**src/rtl/processor_pkg.sv**
```systemverilog
// rtl/processor_pkg.sv - shared opcode constants and fetch state type
package processor_pkg;

  // Opcode field position inside an 18-bit instruction word
  localparam int OPCODE_WIDTH = 4;

  localparam logic [OPCODE_WIDTH-1:0] OP_CALL_IMM14 = 4'hC;
  localparam logic [OPCODE_WIDTH-1:0] OP_IF         = 4'hD;
  localparam logic [OPCODE_WIDTH-1:0] OP_RETURN     = 4'hE;
  localparam logic [OPCODE_WIDTH-1:0] OP_WAIT       = 4'hF;

  typedef enum logic [1:0] {
    FILL     = 2'd0,
    RUN      = 2'd1,
    RET_WAIT = 2'd2,
    HALT     = 2'd3
  } fetch_state_t;

endpackage

```
**src/rtl/processor_stage1.sv**
```systemverilog
// rtl/processor_stage1.sv - instruction fetch stage driving synchronous code memory
module processor_stage1
  import processor_pkg::*;
#(
  parameter int                   ADDR_SIZE    = 18,
  parameter int                   WORD_SIZE    = 18,
  parameter logic [ADDR_SIZE-1:0] RESET_VECTOR = '0
) (
  input  logic                 clock,
  input  logic                 reset,
  output logic [ADDR_SIZE-1:0] code_addr,
  output logic                 code_read_enable,
  input  logic [WORD_SIZE-1:0] code_data,
  output logic                 no_operation,
  output logic [ADDR_SIZE-1:0] ip,
  output logic [ADDR_SIZE-1:0] ip_plus_one,
  output logic [WORD_SIZE-1:0] code_word,
  input  logic                 call_performed,
  input  logic [ADDR_SIZE-1:0] ip_to_call,
  input  logic                 return_performed,
  input  logic [WORD_SIZE-1:0] return_addr,
  input  logic                 waiting_global
);

  localparam logic [ADDR_SIZE-1:0] ADDR_ONE = 1;

  fetch_state_t           state_q, state_d;
  logic [ADDR_SIZE-1:0]   fetch_pc_q, fetch_pc_d;
  logic [ADDR_SIZE-1:0]   ip_q, ip_d;
  logic                   no_op_q, no_op_d;
  logic                   read_en_q, read_en_d;
  logic [OPCODE_WIDTH-1:0] opcode;

  // The only predecode this stage needs: spotting a return on the delivered word
  assign opcode = code_data[WORD_SIZE-1 -: OPCODE_WIDTH];

  assign code_addr        = fetch_pc_q;
  assign code_word        = code_data;
  assign ip               = ip_q;
  assign ip_plus_one      = ip_q + ADDR_ONE;
  assign no_operation     = no_op_q;
  assign code_read_enable = read_en_q;

  // Next-state / next-pc selection; halt outranks every redirect
  always_comb begin
    state_d    = state_q;
    fetch_pc_d = fetch_pc_q;
    ip_d       = ip_q;
    no_op_d    = no_op_q;
    if (waiting_global) begin
      state_d = HALT;
      no_op_d = 1'b1;
    end else begin
      case (state_q)
        FILL: begin
          ip_d       = fetch_pc_q;
          fetch_pc_d = fetch_pc_q + ADDR_ONE;
          no_op_d    = 1'b0;
          state_d    = RUN;
        end
        RUN: begin
          ip_d       = fetch_pc_q;
          fetch_pc_d = fetch_pc_q + ADDR_ONE;
          no_op_d    = 1'b0;
          if (call_performed) begin
            // The word already being read is wrong-path: one bubble
            fetch_pc_d = ip_to_call;
            no_op_d    = 1'b1;
          end else if (!no_op_q && opcode == OP_RETURN) begin
            // Target comes later from data memory; park until it arrives
            state_d = RET_WAIT;
            no_op_d = 1'b1;
          end
        end
        RET_WAIT: begin
          no_op_d = 1'b1;
          if (return_performed) begin
            fetch_pc_d = return_addr[ADDR_SIZE-1:0];
            state_d    = FILL;
          end
        end
        HALT: begin
          no_op_d = 1'b1;
        end
        default: begin
          state_d = FILL;
          no_op_d = 1'b1;
        end
      endcase
    end
    read_en_d = (state_d == FILL) || (state_d == RUN);
  end

  // Fetch registers; reset restarts at the vector and drops any pending target
  always_ff @(posedge clock or negedge reset) begin
    if (!reset) begin
      state_q    <= FILL;
      fetch_pc_q <= RESET_VECTOR;
      ip_q       <= RESET_VECTOR;
      no_op_q    <= 1'b1;
      read_en_q  <= 1'b1;
    end else begin
      state_q    <= state_d;
      fetch_pc_q <= fetch_pc_d;
      ip_q       <= ip_d;
      no_op_q    <= no_op_d;
      read_en_q  <= read_en_d;
    end
  end

  // Redirects are only meaningful in the states that can act on them
  a_call_in_run : assert property (@(posedge clock) disable iff (!reset)
    call_performed |-> (state_q == RUN));
  a_return_in_wait : assert property (@(posedge clock) disable iff (!reset)
    return_performed |-> (state_q == RET_WAIT));

endmodule

```
**config.mk**
```make
export PLATFORM = sky130hd
export DESIGN_NAME = processor_stage1
export DESIGN_NICKNAME = d
export VERILOG_FILES = /design/src/rtl/processor_pkg.sv /design/src/rtl/processor_stage1.sv
export SDC_FILE = /design/constraint.sdc
export NUM_CORES = 1
export LEC_CHECK = 0
export BUFFER_PORTS_ARGS = -buffer_cell sky130_fd_sc_hd__clkbuf_2
export CORE_MARGIN = 2
export CORE_UTILIZATION = 47
export DETAILED_ROUTE_END_ITERATION = 7
export PLACE_DENSITY_LB_ADDON = 0.1
export SYNTH_ARGS = -nofsm -noshare
export SYNTH_HDL_FRONTEND = slang
export SYNTH_SLANG_ARGS = --single-unit
export TNS_END_PERCENT = 100
```
**constraint.sdc**
```tcl
create_clock -name clock -period 2.1 [get_ports clock]
set_input_delay 0.21 -clock clock [delete_from_list [all_inputs] [get_ports clock]]
set_output_delay 0.21 -clock clock [all_outputs]
set_load 0.02 [all_outputs]
```
### Yosys cells after proc, flatten, opt, wreduce, memory -nomap -nowiden

Cells that the tools add are included.

| word-level totals | value |
|---|---|
| flip-flop bits (word level) | 40 |
| input bits | 59 |
| logic and storage cells | 36 |

| cells by class | value |
|---|---|
| $add $sub $neg | 2 |
| equality and inequality tests | 6 |
| muxes and demuxes | 12 |
| bitwise operators | 1 |
| reductions and logical operators | 10 |

Operator list:

| operator | count |
|---|---|
| case mux 18 bit (3 select lines) | 1 |
| adder 18 x 1 -> 18 bit, second input constant | 2 |
| 2-to-1 mux 18 bit | 2 |
| 2-to-1 mux 2 bit | 4 |
| case mux 2 bit (3 select lines) | 1 |
| equality test 2 x 1 -> 1 bit, second input constant | 2 |
| equality test 2 bit, second input constant | 2 |
| equality test 4 bit, second input constant | 1 |
| logical NOT 2 bit | 2 |
| OR reduction 2 bit | 2 |
| 2-to-1 mux 1 bit | 3 |
| case mux 1 bit (3 select lines) | 1 |
| AND reduction 3 bit | 1 |
| nonzero test 3 bit | 1 |
| inequality test 2 bit, second input constant | 1 |
| AND reduction 2 bit | 1 |
| logical AND 1 bit | 1 |
| logical NOT 1 bit | 1 |
| logical OR 1 bit | 1 |
| NOT 1 bit | 1 |

### Depth between registers and ports, before layout

| depth | value |
|---|---|
| depth after elaboration | 8 |
| depth in mapped cells | 9 |
| gate-level depth less buffers | 7 |

### Least setup slack after synthesis

Ideal clock, no wire load.

| timing | value |
|---|---|
| kind | register to output |
| start point | register ip_q[2] (netlist: ip[2]) |
| end point | output port ip_plus_one[13] |
| data arrival time | 1.755 ns |
| data required time | 1.890 ns |
| slack | 0.135 ns |
| stages on the path, launching flop included | 7 |
| cells stage by stage | dfrtp_1 and3_1 and3_1 and3_1 clkbuf_1 nand4_1 xnor2_1 |

| on the way | value |
|---|---|
| word-level cells in the longest chain between the ends | 1 |

Ends and longest elaborated chain:

| what | RTL line | RTL |
|---|---|---|
| from (decl) | processor_stage1.sv:29 | `logic [ADDR_SIZE-1:0] ip_q, ip_d;` |
| from (signal assigned) | processor_stage1.sv:105 | `ip_q <= ip_d;` |
| adder 18 x 1 -> 18 bit | processor_stage1.sv:40 | `assign ip_plus_one = ip_q + ADDR_ONE;` |
| to (decl) | processor_stage1.sv:16 | `output logic [ADDR_SIZE-1:0] ip_plus_one,` |

Every way passes these cells.

### Worst setup path after layout

| timing | value |
|---|---|
| start point | register ip_q[7] (netlist: ip[7]) |
| end point | output port ip_plus_one[16] |

The elaborated chain is that of the path after synthesis.

==> results.sh <==
export IMPL_outcome="completed"
export IMPL_synth_nets=372
export IMPL_fp_coreArea_um2=5570
export IMPL_final_nets=478
export IMPL_grt_pass1_wl_mm=12.0
export IMPL_drive_above_1_share=0.413
export IMPL_hold_end="state_q[0]$_DFF_PN0_"
export IMPL_clock_skew_ns=0.00905
export IMPL_regArea_um2=1010
export IMPL_setup_slack_ns=0.0686
export IMPL_insertion_delay_ns=0.29
export IMPL_numPortBuffers=104
export IMPL_area_delta_synth_final_pct=28.6
export IMPL_pin_count=133
export IMPL_worstSetupEndpointType="output port"
export IMPL_multi_input_area_um2=1530
export IMPL_peakVddDrop_mv=0.981
export IMPL_synth_area_top_cells="dfrtp_1, buf_4, nand2_1"
export IMPL_postLayoutCoreUtil=0.634
export IMPL_holdWs_ns=0.249
export IMPL_viasPerCell=5.67
export IMPL_fmax_mhz=492
export IMPL_grt_start_max_net_pins=41
export IMPL_grt_pass1_vias=2508
export IMPL_cts_root_buf="clkbuf_8"
export IMPL_hold_start="waiting_global"
export IMPL_dr_pass1_iters=4
export IMPL_htreeDepth=2
export IMPL_p_per_area_nw_per_um2=1310
export IMPL_post_route_period_util=0.967
export IMPL_reg2reg_from="state_q[0]$_DFF_PN0_"
export IMPL_worstMarginPinSlew_ns=0.509
export IMPL_fin_area_um2=3530
export IMPL_drtAntennaViolNets=0
export IMPL_cp_num_buf_inv=1
export IMPL_required_ns=1.89
export IMPL_ys_types=56
export IMPL_path_class="reg2out"
export IMPL_drv_slew=0
export IMPL_min_path_type="in2reg"
export IMPL_setup_tns_ns=0
export IMPL_drt_wl_total_mm=7.56
export IMPL_crit_chain="and4_4, and4_4, and3_1, and3_1, xor2_1, buf_4"
export IMPL_antenna_found_initial=0
export IMPL_avgRoutedWirePerCell_um=15.6
export IMPL_worst_path_largest_cell_delay_ns=0.42
export IMPL_post_synth_top_area_fraction=0.346
export IMPL_place_ws_ns=0.0863
export IMPL_max_slew_margin=0.660
export IMPL_drv_cap=0
export IMPL_vias=2754
export IMPL_rows=27
export IMPL_clk_pin_slew_ns=0.08
export IMPL_syn_area_um2=2750
export IMPL_diodes=0
export IMPL_ys_dominant_reg_cell="dfrtp_1"
export IMPL_crit_slowest_cell="dfrtp_2"
export IMPL_syn_inst=307
export IMPL_synth_seq_cells=40
export IMPL_die_y_um=80.4
export IMPL_cp_start_kind="flip-flop"
export IMPL_yosysSeqAreaShare=0.365
export IMPL_yosysWarnings=0
export IMPL_r2r_end="code_addr[6]$_DFFE_PN0P_"
export IMPL_period_needed_ns=2.03
export IMPL_synthTopCellsByCount="dfrtp_1, nand2_1, buf_4"
export IMPL_synth_edff_count=0
export IMPL_yosysTopAreaCell="dfrtp_1"
export IMPL_hold_violations=0
export IMPL_cts_buffers=5
export IMPL_overflow=0
export IMPL_setup_viol_count_final=0
export IMPL_arrival_ns=1.82
export IMPL_start_util=0.493
export IMPL_r2r_cells=7
export IMPL_cts_num_sinks=40
export IMPL_cts_tree="built"
export IMPL_dp_hpwl_mm=5.55
export IMPL_ctsLongestPathBuffers=2
export IMPL_min_path_cells=3
export IMPL_critical_path_top_delay_family="simple AND/OR/NAND/NOR gates"
export IMPL_async_reset_ff_frac=1.00
export IMPL_r2r_setup_slack_ns=0.10
export IMPL_dieWidth_um=80.4
export IMPL_die_area_um2=6470
export IMPL_drtIter0Drc=152
export IMPL_p_leak_nw=1.68
export IMPL_synthMostInstantiatedCell="dfrtp_1"
export IMPL_cp_max_fo=6
export IMPL_gp_congestion=0.876
export IMPL_grt_usage=0.239
export IMPL_synth_area_per_cell_um2=8.95
export IMPL_n_fill_cell=500
export IMPL_place_area_um2=3260
export IMPL_drc=0
==> routing by layer <==
| layer | share of wire | vias up | global-route usage |
|---|---|---|---|
| met5 | 0 | - | 0 |
| met4 | 0.010 | 0 | 0.0661 |
| met3 | 0.073 | 12 | 0.0337 |
| met2 | 0.47 | 119 | 0.390 |
| met1 | 0.44 | 1300 | 0.331 |
| li1 | - | 1323 | - |
==> registers in the layout, indices dropped and copies added, names as in the netlist <==
signal,cells
no_operation,1
code_addr,18
ip,18
code_read_enable,1
state_q,2
==> cell usage in the layout, fill, tap and decap left out, types with 5 or more instances in the layout <==
cell type and n:
inv_1 10, xnor2_1 9, nand2_1 35, clkbuf_8 5
mux2_2 9, a22o_1 9, dfrtp_1 36, o21ai_0 14
mux2_1 5, nor3_1 5, o21ai_1 9, nand3_1 14
a22oi_1 6, nand4_1 7, buf_4 31, clkbuf_2 100
a21oi_1 13, xor2_1 7, nor2_1 13
==> how the worst max path moves through the flow <==
stage,slack [ns],cells after the start,end,start
after floorplan,0.14,6,ip_plus_one[13],ip[2]$_DFFE_PN0P_
after global placement,0.13,7,code_addr[6]$_DFFE_PN0P_,state_q[0]$_DFF_PN0_
after detailed placement,0.09,7,code_addr[6]$_DFFE_PN0P_,state_q[0]$_DFF_PN0_
after CTS,0.006,6,ip_plus_one[15],ip[2]$_DFFE_PN0P_
after global routing,-0.01,6,ip_plus_one[16],ip[7]$_DFFE_PN0P_
final,0.07,6,ip_plus_one[16],ip[7]$_DFFE_PN0P_
==> where the power goes <==
part / switching [mW] / total (mW) / leakage [nW] / internal (mW)
clock network: 0.269 / 0.622 / 0.0552 / 0.353
logic: 1.56 / 2.59 / 1.12 / 1.03
registers: 0.379 / 1.43 / 0.507 / 1.05
total: 2.21 / 4.64 / 1.68 / 2.43
==> stage by stage <==
stage | total power, mW | cells
after floorplan | 3.04 | 307
after global placement | 3.82 | 463
after detailed placement | 3.87 | 463
after CTS | 4.51 | 473
after global routing | 4.97 | 486
final | 4.64 | 486
==> cells by family after synthesis <==
| logic type | after synthesis | share of synthesized area |
|---|---|---|
| adders and majority gates | 6 | 0.0273 |
| DFF | 40 | 0.365 |
| muxes | 17 | 0.0683 |
| xor gates and xnor gates | 16 | 0.0510 |
| AOI/OAI and AO/OA | 84 | 0.209 |
| and+or+nand+nor | 97 | 0.186 |
| buffers and inverters | 47 | 0.0925 |
==> timing repair <==
action	4_1_cts	5_1_grt
hold buffers	1	0
endpoints found under the hold margin	29	0
endpoints found under the setup margin	5	9
pin swaps	0	8
setup buffers	1	13
gates resized for setup	3	18
==> area by class of cell <==
type / count / area share
Tap cell: 72 / 0.0255
Timing Repair Buffer: 134 / 0.213
Inverter: 12 / 0.0128
Multi-Input combinational cell: 220 / 0.433
Sequential cell: 40 / 0.285
Clock inverter: 2 / 0.00992
Clock buffer: 6 / 0.0205
==> tightest hold or removal path, stage by stage <==
cell      delay (ns)
clkbuf_2        0.11
inv_1           0.09
o221ai_1        0.08
No activity file was read; power rests on OpenSTA's default activity.
